[src/rtl/chacha_pkg.sv]
// Shared constants, state-image layout and FSM encoding for the ChaCha20 job controller.
package chacha_pkg;

    localparam logic [31:0] SIGMA0 = 32'h61707865;
    localparam logic [31:0] SIGMA1 = 32'h3320646e;
    localparam logic [31:0] SIGMA2 = 32'h79622d32;
    localparam logic [31:0] SIGMA3 = 32'h6b206574;

    localparam int STATE_BYTES = 64;
    localparam int NUM_ROUNDS  = 20;
    localparam int KEY_BYTES   = 32;
    localparam int NONCE_BYTES = 12;

    // Byte offsets inside the 64-byte state image
    localparam logic [5:0] KEY_OFS   = 6'd16;
    localparam logic [5:0] CTR_OFS   = 6'd48;
    localparam logic [5:0] NONCE_OFS = 6'd52;

    // Host config address map (key 0-31, counter 32-35, nonce 36-47)
    localparam logic [5:0] CFG_CTR_BASE   = 6'd32;
    localparam logic [5:0] CFG_NONCE_BASE = 6'd36;
    localparam logic [5:0] CFG_END        = 6'd48;

    localparam logic [5:0] LAST_IDX = 6'(STATE_BYTES - 1);

    typedef enum logic [1:0] {
        IDLE = 2'd0,
        LOAD = 2'd1,
        WAIT = 2'd2,
        OUT  = 2'd3
    } state_e;

    function automatic logic [7:0] sigma_byte(input logic [3:0] idx);
        logic [127:0] s;
        s = {SIGMA3, SIGMA2, SIGMA1, SIGMA0};
        return s[{idx, 3'b000} +: 8];
    endfunction

endpackage

[src/rtl/chacha_cfg_regs.sv]
// Shadow key/counter/nonce registers: host byte writes, byte reads by state-image address.
module chacha_cfg_regs
    import chacha_pkg::*;
(
    input  logic        clk,
    input  logic        rst_n,
    input  logic        wr_en_i,
    input  logic [5:0]  wr_addr_i,
    input  logic [7:0]  wr_data_i,
    input  logic [5:0]  rd_addr_i,
    output logic [7:0]  rd_data_o,
    input  logic        ctr_inc_i,
    output logic [31:0] ctr_o
);

    logic [7:0]  key_q   [KEY_BYTES];
    logic [7:0]  nonce_q [NONCE_BYTES];
    logic [31:0] ctr_q;

    logic [3:0] wr_nonce_idx;
    logic [4:0] rd_key_idx;
    logic [3:0] rd_nonce_idx;

    assign wr_nonce_idx = 4'(wr_addr_i - CFG_NONCE_BASE);
    assign rd_key_idx   = 5'(rd_addr_i - KEY_OFS);
    assign rd_nonce_idx = 4'(rd_addr_i - NONCE_OFS);

    always_ff @(posedge clk) begin
        if (!rst_n) begin
            for (int i = 0; i < KEY_BYTES; i++) key_q[i] <= 8'h00;
            for (int i = 0; i < NONCE_BYTES; i++) nonce_q[i] <= 8'h00;
            ctr_q <= 32'h0;
        end else if (ctr_inc_i) begin
            ctr_q <= ctr_q + 32'd1;
        end else if (wr_en_i) begin
            if (wr_addr_i < CFG_CTR_BASE) begin
                key_q[wr_addr_i[4:0]] <= wr_data_i;
            end else if (wr_addr_i < CFG_NONCE_BASE) begin
                ctr_q[{wr_addr_i[1:0], 3'b000} +: 8] <= wr_data_i;
            end else if (wr_addr_i < CFG_END) begin
                nonce_q[wr_nonce_idx] <= wr_data_i;
            end
        end
    end

    // CTR_OFS is word aligned, so the low address bits select the counter byte directly
    always_comb begin
        rd_data_o = 8'h00;
        if (rd_addr_i < KEY_OFS) begin
            rd_data_o = sigma_byte(rd_addr_i[3:0]);
        end else if (rd_addr_i < CTR_OFS) begin
            rd_data_o = key_q[rd_key_idx];
        end else if (rd_addr_i < NONCE_OFS) begin
            rd_data_o = ctr_q[{rd_addr_i[1:0], 3'b000} +: 8];
        end else begin
            rd_data_o = nonce_q[rd_nonce_idx];
        end
    end

    assign ctr_o = ctr_q;

endmodule

[src/rtl/chacha_ctrl.sv]
// ChaCha20 job controller: loads the state image into the block core, then streams keystream bytes.
module chacha_ctrl
    import chacha_pkg::*;
(
    input  logic        clk,
    input  logic        rst_n,
    input  logic        cfg_we,
    input  logic [5:0]  cfg_addr,
    input  logic [7:0]  cfg_data,
    input  logic        start,
    input  logic [7:0]  num_blocks,
    output logic        busy,
    output logic        done,
    output logic        err,
    output logic [31:0] ctr_out,
    output logic [7:0]  ks_data,
    output logic        ks_valid,
    input  logic        ks_ready,
    output logic        ks_last,
    output logic        blk_write,
    output logic [5:0]  blk_addr,
    output logic [7:0]  blk_data_in,
    input  logic [7:0]  blk_data_out,
    input  logic        blk_ready
);

    state_e     state_q, state_d;
    logic [7:0] rem_q, rem_d;
    logic [5:0] idx_q, idx_d;
    logic       done_q, done_d;
    logic       err_q, err_d;
    logic       cfg_wr;
    logic       ctr_inc;
    logic [7:0] state_byte;

    chacha_cfg_regs u_cfg_regs (
        .clk       (clk),
        .rst_n     (rst_n),
        .wr_en_i   (cfg_wr),
        .wr_addr_i (cfg_addr),
        .wr_data_i (cfg_data),
        .rd_addr_i (idx_q),
        .rd_data_o (state_byte),
        .ctr_inc_i (ctr_inc),
        .ctr_o     (ctr_out)
    );

    always_ff @(posedge clk) begin
        if (!rst_n) begin
            state_q <= IDLE;
            rem_q   <= 8'h00;
            idx_q   <= 6'h00;
            done_q  <= 1'b0;
            err_q   <= 1'b0;
        end else begin
            state_q <= state_d;
            rem_q   <= rem_d;
            idx_q   <= idx_d;
            done_q  <= done_d;
            err_q   <= err_d;
        end
    end

    // Valid/ready: ks_valid holds with stable ks_data until a cycle with ks_ready high accepts the byte.
    always_comb begin
        state_d = state_q;
        rem_d   = rem_q;
        idx_d   = idx_q;
        done_d  = 1'b0;
        err_d   = err_q;
        cfg_wr  = 1'b0;
        ctr_inc = 1'b0;
        case (state_q)
            IDLE: begin
                cfg_wr = cfg_we;
                idx_d  = 6'h00;
                if (start) begin
                    err_d = 1'b0;
                    if (num_blocks == 8'd0) begin
                        done_d = 1'b1;
                    end else begin
                        rem_d   = num_blocks;
                        state_d = LOAD;
                    end
                end
            end
            LOAD: begin
                idx_d = idx_q + 6'd1;
                if (idx_q == LAST_IDX) state_d = WAIT;
            end
            WAIT: begin
                if (blk_ready) state_d = OUT;
            end
            OUT: begin
                if (ks_ready) begin
                    idx_d = idx_q + 6'd1;
                    if (idx_q == LAST_IDX) begin
                        ctr_inc = 1'b1;
                        rem_d   = rem_q - 8'd1;
                        if (rem_q == 8'd1) begin
                            state_d = IDLE;
                            done_d  = 1'b1;
                        end else if (ctr_out == 32'hFFFF_FFFF) begin
                            // Counter would repeat a keystream block: abort the job
                            state_d = IDLE;
                            done_d  = 1'b1;
                            err_d   = 1'b1;
                            rem_d   = 8'h00;
                        end else begin
                            state_d = LOAD;
                        end
                    end
                end
            end
            default: state_d = IDLE;
        endcase
    end

    assign busy        = (state_q != IDLE);
    assign done        = done_q;
    assign err         = err_q;
    assign blk_write   = (state_q == LOAD);
    assign blk_addr    = (state_q == LOAD || state_q == OUT) ? idx_q : 6'h00;
    assign blk_data_in = (state_q == LOAD) ? state_byte : 8'h00;
    assign ks_valid    = (state_q == OUT);
    assign ks_data     = (state_q == OUT) ? blk_data_out : 8'h00;
    assign ks_last     = (state_q == OUT) && (idx_q == LAST_IDX) && (rem_q == 8'd1);

endmodule

[config.mk]
export PLATFORM = sky130hd
export DESIGN_NAME = chacha_ctrl
export DESIGN_NICKNAME = d
export VERILOG_FILES = /design/src/rtl/chacha_pkg.sv /design/src/rtl/chacha_cfg_regs.sv /design/src/rtl/chacha_ctrl.sv
export SDC_FILE = /design/constraint.sdc
export NUM_CORES = 1
export LEC_CHECK = 0
export CAP_MARGIN = 20
export CORE_UTILIZATION = 50
export CTS_CLUSTER_SIZE = 40
export DETAILED_ROUTE_END_ITERATION = 16
export PLACE_DENSITY_LB_ADDON = 0.25
export SYNTH_ARGS = -nofsm -noshare
export SYNTH_HDL_FRONTEND = slang
export SYNTH_SLANG_ARGS = --single-unit
[constraint.sdc]
create_clock -name clk -period 3.63 [get_ports clk]
set_clock_uncertainty 0.05 [all_clocks]
set_input_delay 0.363 -clock clk [delete_from_list [all_inputs] [get_ports clk]]
set_output_delay 0.363 -clock clk [all_outputs]
set_load 0.05 [all_outputs]
==> flow_metrics.env, run 1 <==
export IMPL_vias=15500
export IMPL_drive_gt1_share_pct=15.4
export IMPL_place_gp_congestion=0.939
export IMPL_drc=0
export IMPL_fillers=3247
export IMPL_setup_viol=0
export IMPL_max_cap_viol_count=0
export IMPL_hpwl_um=41400
export IMPL_io_pins=96
export IMPL_wl_met2_um=29100
export IMPL_ant_nets=0
export IMPL_swShare_pct=27.6
export IMPL_antenna_cells=0
export IMPL_avgViaCountPerCell=6.22
export IMPL_die_h_um=210
export IMPL_grt_max_degree=60
export IMPL_hold_buffers=0
export IMPL_powerDensity_mw_per_mm2=511
export IMPL_pwr_share_comb_pct=18.1
export IMPL_synth_area_leaders="edfxtp_1 53%, mux4_2 8.4%, and2_1 7.9%, dfxtp_1 4.6%, and3_1 3.2%"
export IMPL_start_util_pct=51.2
export IMPL_rows=75
export IMPL_antenna_found_initial=0
export IMPL_clock_path_buffers=3
export IMPL_post_synth_top_area_cell="edfxtp_1"
export IMPL_synth_area_per_cell_sq_um=12.6
export IMPL_post_drt_wl_per_cell_um=25.2
export IMPL_drt_pass1_iter_count=8
export IMPL_yosysMostFrequentCell="edfxtp_1"
export IMPL_hold_viol=0
export IMPL_clkPwrFrac_pct=37.3
export IMPL_pwr_share_seq_pct=44.6
export IMPL_ys_warn_count=0
export IMPL_ctsHtreeMaxLevel=2
export IMPL_synth_mux_area_share_pct=11.5
export IMPL_whs_path_depth=3
export IMPL_synthDistinctLibCells=78
export IMPL_synth_top_family_by_area="simple AND/OR/NAND/NOR gates"
export IMPL_seq_area_sq_mm=0.0125
export IMPL_p_int_uw=9400
export IMPL_drt_wl_total_um=62900
export IMPL_numClockSinks=434
export IMPL_synth_ff_type="edfxtp_1"
export IMPL_fin_crit_sh_pct=99.9
export IMPL_synth_edf_count=384
export IMPL_setup_worst_path_class="register to primary output"
export IMPL_p_switching_uw=3580
export IMPL_synth_seq_cells=434
export IMPL_dr_max_layer_used="met4"
export IMPL_yosys_area_share_simple_pct=18.3
export IMPL_design_area_sq_mm=0.0254
export IMPL_synth_commonest_cells="384 x edfxtp_1, 273 x and2_1, 110 x and3_1"
export IMPL_end_kind="primary output"
export IMPL_clkSlewWorstSetupHoldPaths_ns=0.06
export IMPL_synth_area_sq_mm=0.0217
export IMPL_cp_required_ns=3.22
export IMPL_cts_tree="done"
export IMPL_grt_usage_pct=28.8
export IMPL_dr_wl_met3_um=6050
export IMPL_relSlewSlack_pct=30.6
export IMPL_min_period_ns=3.63
export IMPL_ir_drop_uv=369
export IMPL_final_nets=1931
export IMPL_port_buffers=95
export IMPL_die_area_sq_mm=0.0442
export IMPL_synth_fa_ha_area_share_pct=1.15
export IMPL_synth_compound_gate_area_share_pct=7.52
export IMPL_fmax_mhz=276
export IMPL_netlist_area_leader_share_pct=53.2
export IMPL_grt_setup_unrepaired="yes"
export IMPL_root_buffer="clkbuf_16"
export IMPL_arrival_ns=3.21
export IMPL_p_total_uw=13000
export IMPL_finalWorstSetupSlack_ns=0.00392
export IMPL_outcome="completed"
export IMPL_maxSlewViolCount=0
export IMPL_syn_inst=1727
export IMPL_grt_pass1_vias=15000
export IMPL_post_dp_cell_area_sq_mm=0.0237
export IMPL_start_kind="register"
export IMPL_core_area_sq_mm=0.0423
export IMPL_syn_to_final_growth_pct=17.2
export IMPL_p_leak_uw=0.00937
export IMPL_r2r_cells=8
export IMPL_crit_fanout=18
export IMPL_wl_met1_um=25400
export IMPL_synth_xor_area_share_pct=0.485
export IMPL_grt_pass1_wl_um=94600
export IMPL_hp_class="primary input to register"
export IMPL_gr_total_overflow=0
export IMPL_die_w_um=210
export IMPL_drtIter0Drc=1968
export IMPL_seq_area_frac_synth_pct=57.8
export IMPL_synth_async_reset_ratio_pct=0
export IMPL_multi_input_area_sq_mm=0.00861
export IMPL_worst_slew_pin_slew_ns=1.03
export IMPL_numCtsBuffers=48
export IMPL_dpl_worst_slack_ns=0.396
export IMPL_insertion_delay_ns=0.59
registers in the layout, summed over array words and instances, names as in the netlist:
name,count
err,1
state_q,2
done,1
idx_q,6
u_cfg_regs.nonce_q,128
rem_q,8
u_cfg_regs.key_q,256
u_cfg_regs.ctr_o,32
cell type report:
type	instances	area share, %
inverters	25	0.369
clock inverters	28	0.921
flip-flops and latches	434	49.3
clock buffers	62	5.22
multi-input cells	1165	33.9
repair buffers	201	7.42
well taps	577	2.84
final timing paths:
check                   start                         to  slack, ns
setup / recovery     idx_q[0]             blk_data_in[1]      0.004
hold / removal    cfg_data[2]       u_cfg_regs.ctr_o[18]       0.12
setup reg to reg     idx_q[0]  u_cfg_regs.nonce_q[10][1]       0.43
hold reg to reg      rem_q[7]                   rem_q[7]       0.45
power by group through the flow:
| stage | Clock (uW) | Sequential, uW | Combinational (uW) |
|---|---|---|---|
| floorplan | 0 | 5820 | 1480 |
| global placement | 0 | 5900 | 2180 |
| detailed placement | 0 | 5910 | 2190 |
| CTS | 4880 | 5790 | 2290 |
| global route | 5070 | 5810 | 2470 |
| finish | 4840 | 5790 | 2350 |
per-stage QoR:
stage	setup TNS, ns	instances	hold slack (ns)	utilization [%]
floorplan	0	1758	0.412	-
global placement	0	2390	0.425	55.9
detailed placement	0	2390	0.444	55.9
CTS	0	2483	0.101	59.8
global route	-0.00984	2492	0.120	60.1
finish	0	2492	0.121	60.1
worst max-delay path, cell delays in order, from the launching register on:
cell and delay [ns]:
dfxtp_4 0.54, buf_4 0.18, bufbuf_16 0.33, nor2_1 0.08
buf_4 0.17, a21oi_1 0.15, a32o_1 0.18, o21ai_0 0.11
a41oi_1 0.55, buf_4 0.31
placed cells by master, fill, tap and decap left out, drive strengths merged, types with 27 or more instances in the layout:
cell type | Yosys | routed
edfxtp | 384 | 384
and2 | 274 | 274
buf | 38 | 124
and3 | 110 | 110
nand2 | 106 | 106
nor2 | 97 | 97
mux4 | 85 | 85
clkdlybuf4s50 | 0 | 76
o21ai | 65 | 65
clkbuf | 96 | 62
mux2i | 52 | 52
dfxtp | 50 | 50
a21oi | 49 | 49
nand3 | 42 | 42
conb | 1 | 32
clkinv | 5 | 27
timing repair:
action,CTS,global route
cloned,1,0
pin swaps,0,1
endpoints found under the setup margin,7,8
resized for setup,3,5
setup buffers,2,7
per-layer routing:
metal | vias to the layer above | GRT usage, %
met4 | 0 | 11.2
met2 | 853 | 45.3
met5 | - | 0
met3 | 146 | 5.78
li1 | 6778 | -
met1 | 7721 | 39.6
cells by family after synthesis:
logic type | count (synthesis)
simple gates | 714
buf+inv | 159
fa+ha+maj | 20
xor+xnor | 12
other cells | 1
compound gates | 246
flops | 434
mux | 141
(Power assumes the default switching activity.)
==> inputs of run 2 (changes only) <==
--- a/config.mk
+++ b/config.mk
@@ -9,7 +9,8 @@
 export CORE_UTILIZATION = 50
 export CTS_CLUSTER_SIZE = 40
 export DETAILED_ROUTE_END_ITERATION = 16
-export PLACE_DENSITY_LB_ADDON = 0.25
+export PLACE_DENSITY = 0.69
 export SYNTH_ARGS = -nofsm -noshare
 export SYNTH_HDL_FRONTEND = slang
+export SYNTH_HIERARCHICAL = 1
 export SYNTH_SLANG_ARGS = --single-unit
==> run 2 against run 1 <==
Sequential power is essentially flat; fmax grew 1.8%; critical endpoint is now blk_data_in[3]; core utilization shrank 1.2 points; synthesized area grew 0.69%; largest power group unchanged; routed wire length shrank 8.3%; worst setup slack gained 0.063 ns; synthesized cell count shrank 1.5%.
==> flow_metrics.env, run 2 <==
export IMPL_synth_async_reset_ratio_pct=0
export IMPL_largest_reg_flops=256
export IMPL_netlist_area_leader_share_pct=52.8
export IMPL_holdWs_ns=0.182
export IMPL_insertion_delay_ns=0.58
export IMPL_seq_area_sq_mm=0.0125
export IMPL_port_buffers=95
export IMPL_outcome="completed"
export IMPL_synth_area_per_cell_sq_um=12.8
export IMPL_layout_cells_most_common_list="384 x edfxtp_1, 285 x and2_1, 118 x nand2_1, 110 x and3_1, 105 x mux4_2"
export IMPL_synth_seq_cells=434
export IMPL_crit_fanout=16
export IMPL_final_nets=1891
export IMPL_io_pins=96
export IMPL_startpoint="idx_q[0]"
export IMPL_multi_input_area_sq_mm=0.00878
export IMPL_drc=0
export IMPL_drive_gt1_share_pct=16.5
export IMPL_start_util_pct=50.7
export IMPL_grt_usage_pct=26.2
export IMPL_max_cap_viol_count=0
export IMPL_root_buffer="clkbuf_16"
export IMPL_grt_pass1_wl_um=87100
export IMPL_yosysMostFrequentCell="edfxtp_1"
export IMPL_powerDensity_mw_per_mm2=499
export IMPL_fmax_mhz=281
export IMPL_min_period_ns=3.56
export IMPL_p_total_uw=12700
export IMPL_final_cells=2453
export IMPL_post_drt_wl_per_cell_um=23.5
export IMPL_hold_viol=0
export IMPL_seq_area_frac_synth_pct=57.4
export IMPL_synth_area_leaders="edfxtp_1 53%, mux4_2 11%, and2_1 8.2%, dfxtp_1 4.6%, and3_1 3.2%"
export IMPL_syn_to_final_growth_pct=16.1
export IMPL_end_kind="primary output"
export IMPL_syn_inst=1701
export IMPL_p_leak_uw=0.00932
export IMPL_synth_edf_count=384
export IMPL_die_h_um=211
export IMPL_dp_cells=2365
export IMPL_pwr_share_comb_pct=18.3
export IMPL_die_area_sq_mm=0.0445
export IMPL_hold_buffers=0
export IMPL_tns_ns=0
export IMPL_numCtsBuffers=45
export IMPL_drtIter0Drc=1697
export IMPL_grt_pass1_vias=14300
export IMPL_p_switching_uw=3400
export IMPL_hp_start="cfg_data[0]"
export IMPL_antenna_found_initial=2
export IMPL_synth_area_sq_mm=0.0218
export IMPL_clkSlewWorstSetupHoldPaths_ns=0.06
export IMPL_die_w_um=211
export IMPL_worst_slew_pin_slew_ns=0.870
export IMPL_final_common_cell="edfxtp_1"
export IMPL_drt_pass1_iter_count=6
export IMPL_fin_crit_sh_pct=98.2
export IMPL_clkPwrFrac_pct=36.0
export IMPL_ys_warn_count=6
export IMPL_final_util_pct=58.8
export IMPL_grt_max_degree=79
export IMPL_avgViaCountPerCell=6.08
export IMPL_core_area_sq_mm=0.0431
export IMPL_regMostFlops="u_cfg_regs/key_q"
export IMPL_clock_path_buffers=3
export IMPL_vias=14900
export IMPL_setup_worst_path_class="register to primary output"
export IMPL_pwr_share_seq_pct=45.7
export IMPL_relSlewSlack_pct=42.0
export IMPL_drt_wl_total_um=57700
export IMPL_swShare_pct=26.9
export IMPL_arrival_ns=3.15
export IMPL_post_synth_top_area_cell="edfxtp_1"
export IMPL_start_kind="register"
export IMPL_maxSlewViolCount=0
export IMPL_numClockSinks=434
export IMPL_hpwl_um=37400
export IMPL_ir_drop_uv=301
export IMPL_place_gp_congestion=0.942
export IMPL_fillers=3431
export IMPL_grt_setup_unrepaired="no"
export IMPL_synthDistinctLibCells=79
export IMPL_ctsHtreeMaxLevel=2
export IMPL_synth_ff_type="edfxtp_1"
export IMPL_gr_total_overflow=0
export IMPL_ant_nets=0
export IMPL_hp_class="primary input to register"
export IMPL_setup_viol=0
export IMPL_synth_commonest_cells="384 x edfxtp_1, 286 x and2_1, 118 x nand2_1"
export IMPL_cts_tree="done"
export IMPL_r2r_start="state_q[0]"
export IMPL_cp_required_ns=3.22
export IMPL_rows=76
export IMPL_p_int_uw=9260
export IMPL_antenna_cells=0
-- run 2: cell count changes after synthesis, moves of 7 or more --
cell and change:
buf_4 -8, mux2i_1 -24, nand3_1 -13, nand4_1 +15, and2_1 +13, nor2_1 -18
nor3_1 -14, nand2_1 +12, o221ai_1 -10, mux4_2 +23, or3_1 +7
-- run 2: area by class of cell --
| class | instances | area share, % |
|---|---|---|
| Clock buffer | 55 | 4.67 |
| Clock inverter | 26 | 0.977 |
| Inverter | 25 | 0.370 |
| Multi-Input combinational cell | 1144 | 34.6 |
| Sequential cell | 434 | 49.5 |
| Tap cell | 585 | 2.89 |
| Timing Repair Buffer | 184 | 6.98 |
-- run 2: timing repair --
item,CTS,global route
setup buffers,0,1
hold endpoints to repair,0,0
endpoints found under the setup margin,7,7
gates cloned,2,0
gates resized for setup,12,9
-- run 2: critical path, cell delays in order (launching register included) --
cell and delay (ns):
dfxtp_4 0.43, buf_16 0.20, mux4_2 0.58, mux4_2 0.53, mux2i_1 0.16, nor2_1 0.06, a211o_1 0.27, and2_4 0.17
buf_6 0.15
-- run 2: routing by layer --
layer | share of wire [%] | GRT usage, % | wire length, um
met1 | 41 | 36.0 | 23600
met2 | 47 | 41.4 | 27000
met3 | 8.9 | 4.95 | 5150
met4 | 3.3 | 10.0 | 1930
met5 | 0.017 | 0 | 10
-- run 2: logic make-up after synthesis --
logic type | synth area share (%)
xor+xnor | 0.201
buf+inv | 3.12
flops | 57.4
mux | 12.4
compound gates | 6.64
other cells | 0.0172
fa+ha+maj | 1.20
simple gates | 19.0
-- run 2: metrics by stage --
stage,setup WS (ns),instance area [sq um]
after detailed placement,0.377,23700
after global placement,0.324,23700
after global routing,0.00596,25300
after CTS,0.0247,25200
after floorplan,0.112,21900
final,0.0668,25300
-- run 2: final timing paths --
path                                to  slack [ns]  cells past startpoint
max                     blk_data_in[3]        0.07                      8
min reg2reg                 state_q[1]        0.48                      2
max reg2reg   u_cfg_regs/nonce_q[1][1]        0.45                      8
min          u_cfg_regs/nonce_q[14][0]        0.18                      1
-- run 2: power groups by stage --
stage,combinational [uW],clock [uW],sequential [uW]
after floorplan,1590,0,5820
after global placement,2190,0,5870
after CTS,2280,4620,5780
after detailed placement,2220,0,5880
final,2320,4550,5780
after global routing,2470,4810,5810
==> inputs of run 3 (changes only) <==
--- a/config.mk
+++ b/config.mk
@@ -6,10 +6,10 @@
 export NUM_CORES = 1
 export LEC_CHECK = 0
 export CAP_MARGIN = 20
-export CORE_UTILIZATION = 50
+export CORE_UTILIZATION = 25
 export CTS_CLUSTER_SIZE = 40
 export DETAILED_ROUTE_END_ITERATION = 16
-export PLACE_DENSITY = 0.69
+export PLACE_DENSITY = 0.42
 export SYNTH_ARGS = -nofsm -noshare
 export SYNTH_HDL_FRONTEND = slang
 export SYNTH_HIERARCHICAL = 1
==> constraint.sdc (replaced) <==
create_clock -name clk -period 2.9 [get_ports clk]
set_clock_uncertainty 0.05 [all_clocks]
set_input_delay 0.29 -clock clk [delete_from_list [all_inputs] [get_ports clk]]
set_output_delay 0.29 -clock clk [all_outputs]
set_load 0.05 [all_outputs]
==> run 3 against run 2 <==
The run now ends with negative setup slack left; combinational power up 55%; die area rose by 99%; cell area is 11% higher; register-to-register slack worse by 0.33 ns; critical path depth increased by 1; count of clock-buffer cells in the layout increased by 6; first-iteration DRC count down 36%; via count increased by 3.3%; final cell count up 30%; critical path type unchanged; critical endpoint is now blk_data_in[4]; highest routed layer is now met4.
==> flow_metrics.env, run 3 (same netlist as run 2, synthesis figures left out) <==
export IMPL_drt_wl_total_um=73800
export IMPL_port_buffers=95
export IMPL_post_drt_wl_per_cell_um=23.1
export IMPL_cp_buffers_inverters=4
export IMPL_startpoint="idx_q[0]"
export IMPL_r2r_start="idx_q[0]"
export IMPL_numCtsBuffers=52
export IMPL_hp_start="cfg_data[1]"
export IMPL_numClockSinks=434
export IMPL_grt_pass1_wl_um=108000
export IMPL_drc=0
export IMPL_rows=108
export IMPL_layout_cells_most_common_list="384 x edfxtp_1, 278 x and2_1, 202 x buf_4, 110 x and3_1, 107 x nand2_1"
export IMPL_grt_max_degree=45
export IMPL_antenna_cells=0
export IMPL_grt_pass1_vias=15600
export IMPL_place_gp_congestion=0.866
export IMPL_setup_viol=8
export IMPL_powerDensity_mw_per_mm2=621
export IMPL_dpl_worst_slack_ns=-0.265
export IMPL_cts_tree="done"
export IMPL_gr_total_overflow=0
export IMPL_drtIter0Drc=1093
export IMPL_relSlewSlack_pct=38.5
export IMPL_avgViaCountPerCell=4.82
export IMPL_failed_checks="negative setup slack"
export IMPL_min_period_ns=3.47
export IMPL_grt_usage_pct=16.4
export IMPL_hpwl_um=49900
export IMPL_hold_buffers=0
export IMPL_drive_gt1_share_pct=25.9
export IMPL_clkSlewWorstSetupHoldPaths_ns=0.06
export IMPL_rrSetupSlack_ns=0.12
export IMPL_hold_viol=0
export IMPL_die_h_um=298
export IMPL_clock_path_buffers=3
export IMPL_antenna_found_initial=1
export IMPL_root_buffer="clkbuf_16"
export IMPL_finalWorstSetupSlack_ns=-0.572
export IMPL_core_area_sq_mm=0.0866
export IMPL_regMostFlops="u_cfg_regs/key_q"
export IMPL_crit_family="multiplexers"
export IMPL_maxSlewViolCount=0
export IMPL_crit_fanout=7
export IMPL_largest_reg_flops=256
export IMPL_arrival_ns=3.13
export IMPL_path_cells="buf_4 -> buf_12 -> buf_8 -> mux4_2 -> mux4_2 -> nand2_1 -> nand3_2 -> and2_4 -> buf_12"
export IMPL_vias=15400
export IMPL_setup_worst_path_class="register to primary output"
export IMPL_cp_slowest_cell="mux4_2"
export IMPL_fmax_mhz=288
export IMPL_ir_drop_uv=418
export IMPL_start_util_pct=25.2
export IMPL_worst_slew_pin_slew_ns=0.922
export IMPL_ctsHtreeMaxLevel=2
export IMPL_io_pins=96
export IMPL_hp_class="primary input to register"
export IMPL_cp_required_ns=2.56
export IMPL_max_cap_viol_count=0
export IMPL_final_nets=2051
export IMPL_outcome="finished, violations left"
export IMPL_start_kind="register"
export IMPL_final_common_cell="edfxtp_1"
export IMPL_die_w_um=298
export IMPL_tns_ns=-3.82
export IMPL_drt_pass1_iter_count=5
export IMPL_insertion_delay_ns=0.62
export IMPL_p_leak_uw=0.0104
export IMPL_slowest_delay_ns=0.54
export IMPL_die_area_sq_mm=0.0885
export IMPL_grt_setup_unrepaired="yes"
export IMPL_end_kind="primary output"
export IMPL_ant_nets=0
export IMPL_syn_to_final_growth_pct=28.3
export IMPL_fin_crit_sh_pct=120
run 3: cell count changes in the layout (fill, tap and decap cells not counted), moves of 7 or more:
cell / change
buf_8: +11
nor2_1: -8
buf_12: +16
and2_1: -7
clkbuf_16: +8
nand2_1: -11
buf_4: +121
clkdlybuf4s50_1: -8
and2_4: +7
dlygate4sd2_1: +8
clkinv_2: +7
o21ai_1: +33
nor2_2: +8
o21ai_0: -35
run 3: where the power goes:
group / total, uW / internal [uW] / switching (uW)
clock network: 6540 / 3820 / 2720
logic: 3600 / 1690 / 1910
registers: 7240 / 7070 / 170
total: 17400 / 12600 / 4810
run 3: timing repair:
item,CTS,global route
resized for setup,69,58
pin swaps,11,11
endpoints found under the setup margin,24,460
buffers inserted,14,15
gates cloned,3,2
run 3: stage by stage:
stage               total power [uW]  instances  util, %  area (sq um)  hold slack, ns
floorplan                       9290       1732        -         22000           0.339
global placement               10500       3064     29.5         25500           0.456
detailed placement             10600       3064     29.5         25500           0.480
CTS                            17500       3178     31.9         27600           0.102
global route                   18000       3192     32.3         28000           0.126
finish                         17400       3192     32.3         28000           0.127
run 3: worst paths after layout:
kind                                                   to  cells after the start
worst max-delay path                       blk_data_in[4]                      9
worst min-delay path            u_cfg_regs/nonce_q[15][1]                      1
worst max register to register   u_cfg_regs/nonce_q[8][1]                     12
worst min register to register                 state_q[1]                      2
run 3: worst register-to-register path: cells and delay by family, from the launching register on:
kind / cells / cell delay, ns
buffers and inverters: 4 / 0.59
flip-flops: 1 / 0.39
adder cells (fa/ha/maj): 1 / 0.23
AND/OR/NAND/NOR: 7 / 1.24
run 3: metal layers:
layer	wire [um]	vias up	global-route usage, %	share of wire [%]
li1	-	7002	-	-
met1	32700	7883	22.0	44
met2	36100	411	27.7	49
met3	3360	100	1.92	4.5
met4	1700	0	4.47	2.3
met5	0	-	0	0
run 3: layout make-up:
type | instances | area, sq um
Clock inverter | 36 | 342
Sequential cell | 434 | 12500
Timing Repair Buffer | 337 | 3180
Inverter | 25 | 96.3
Multi-Input combinational cell | 1144 | 9070
Clock buffer | 61 | 1340
Fill cell | 8643 | 58600
Tap cell | 1155 | 1450
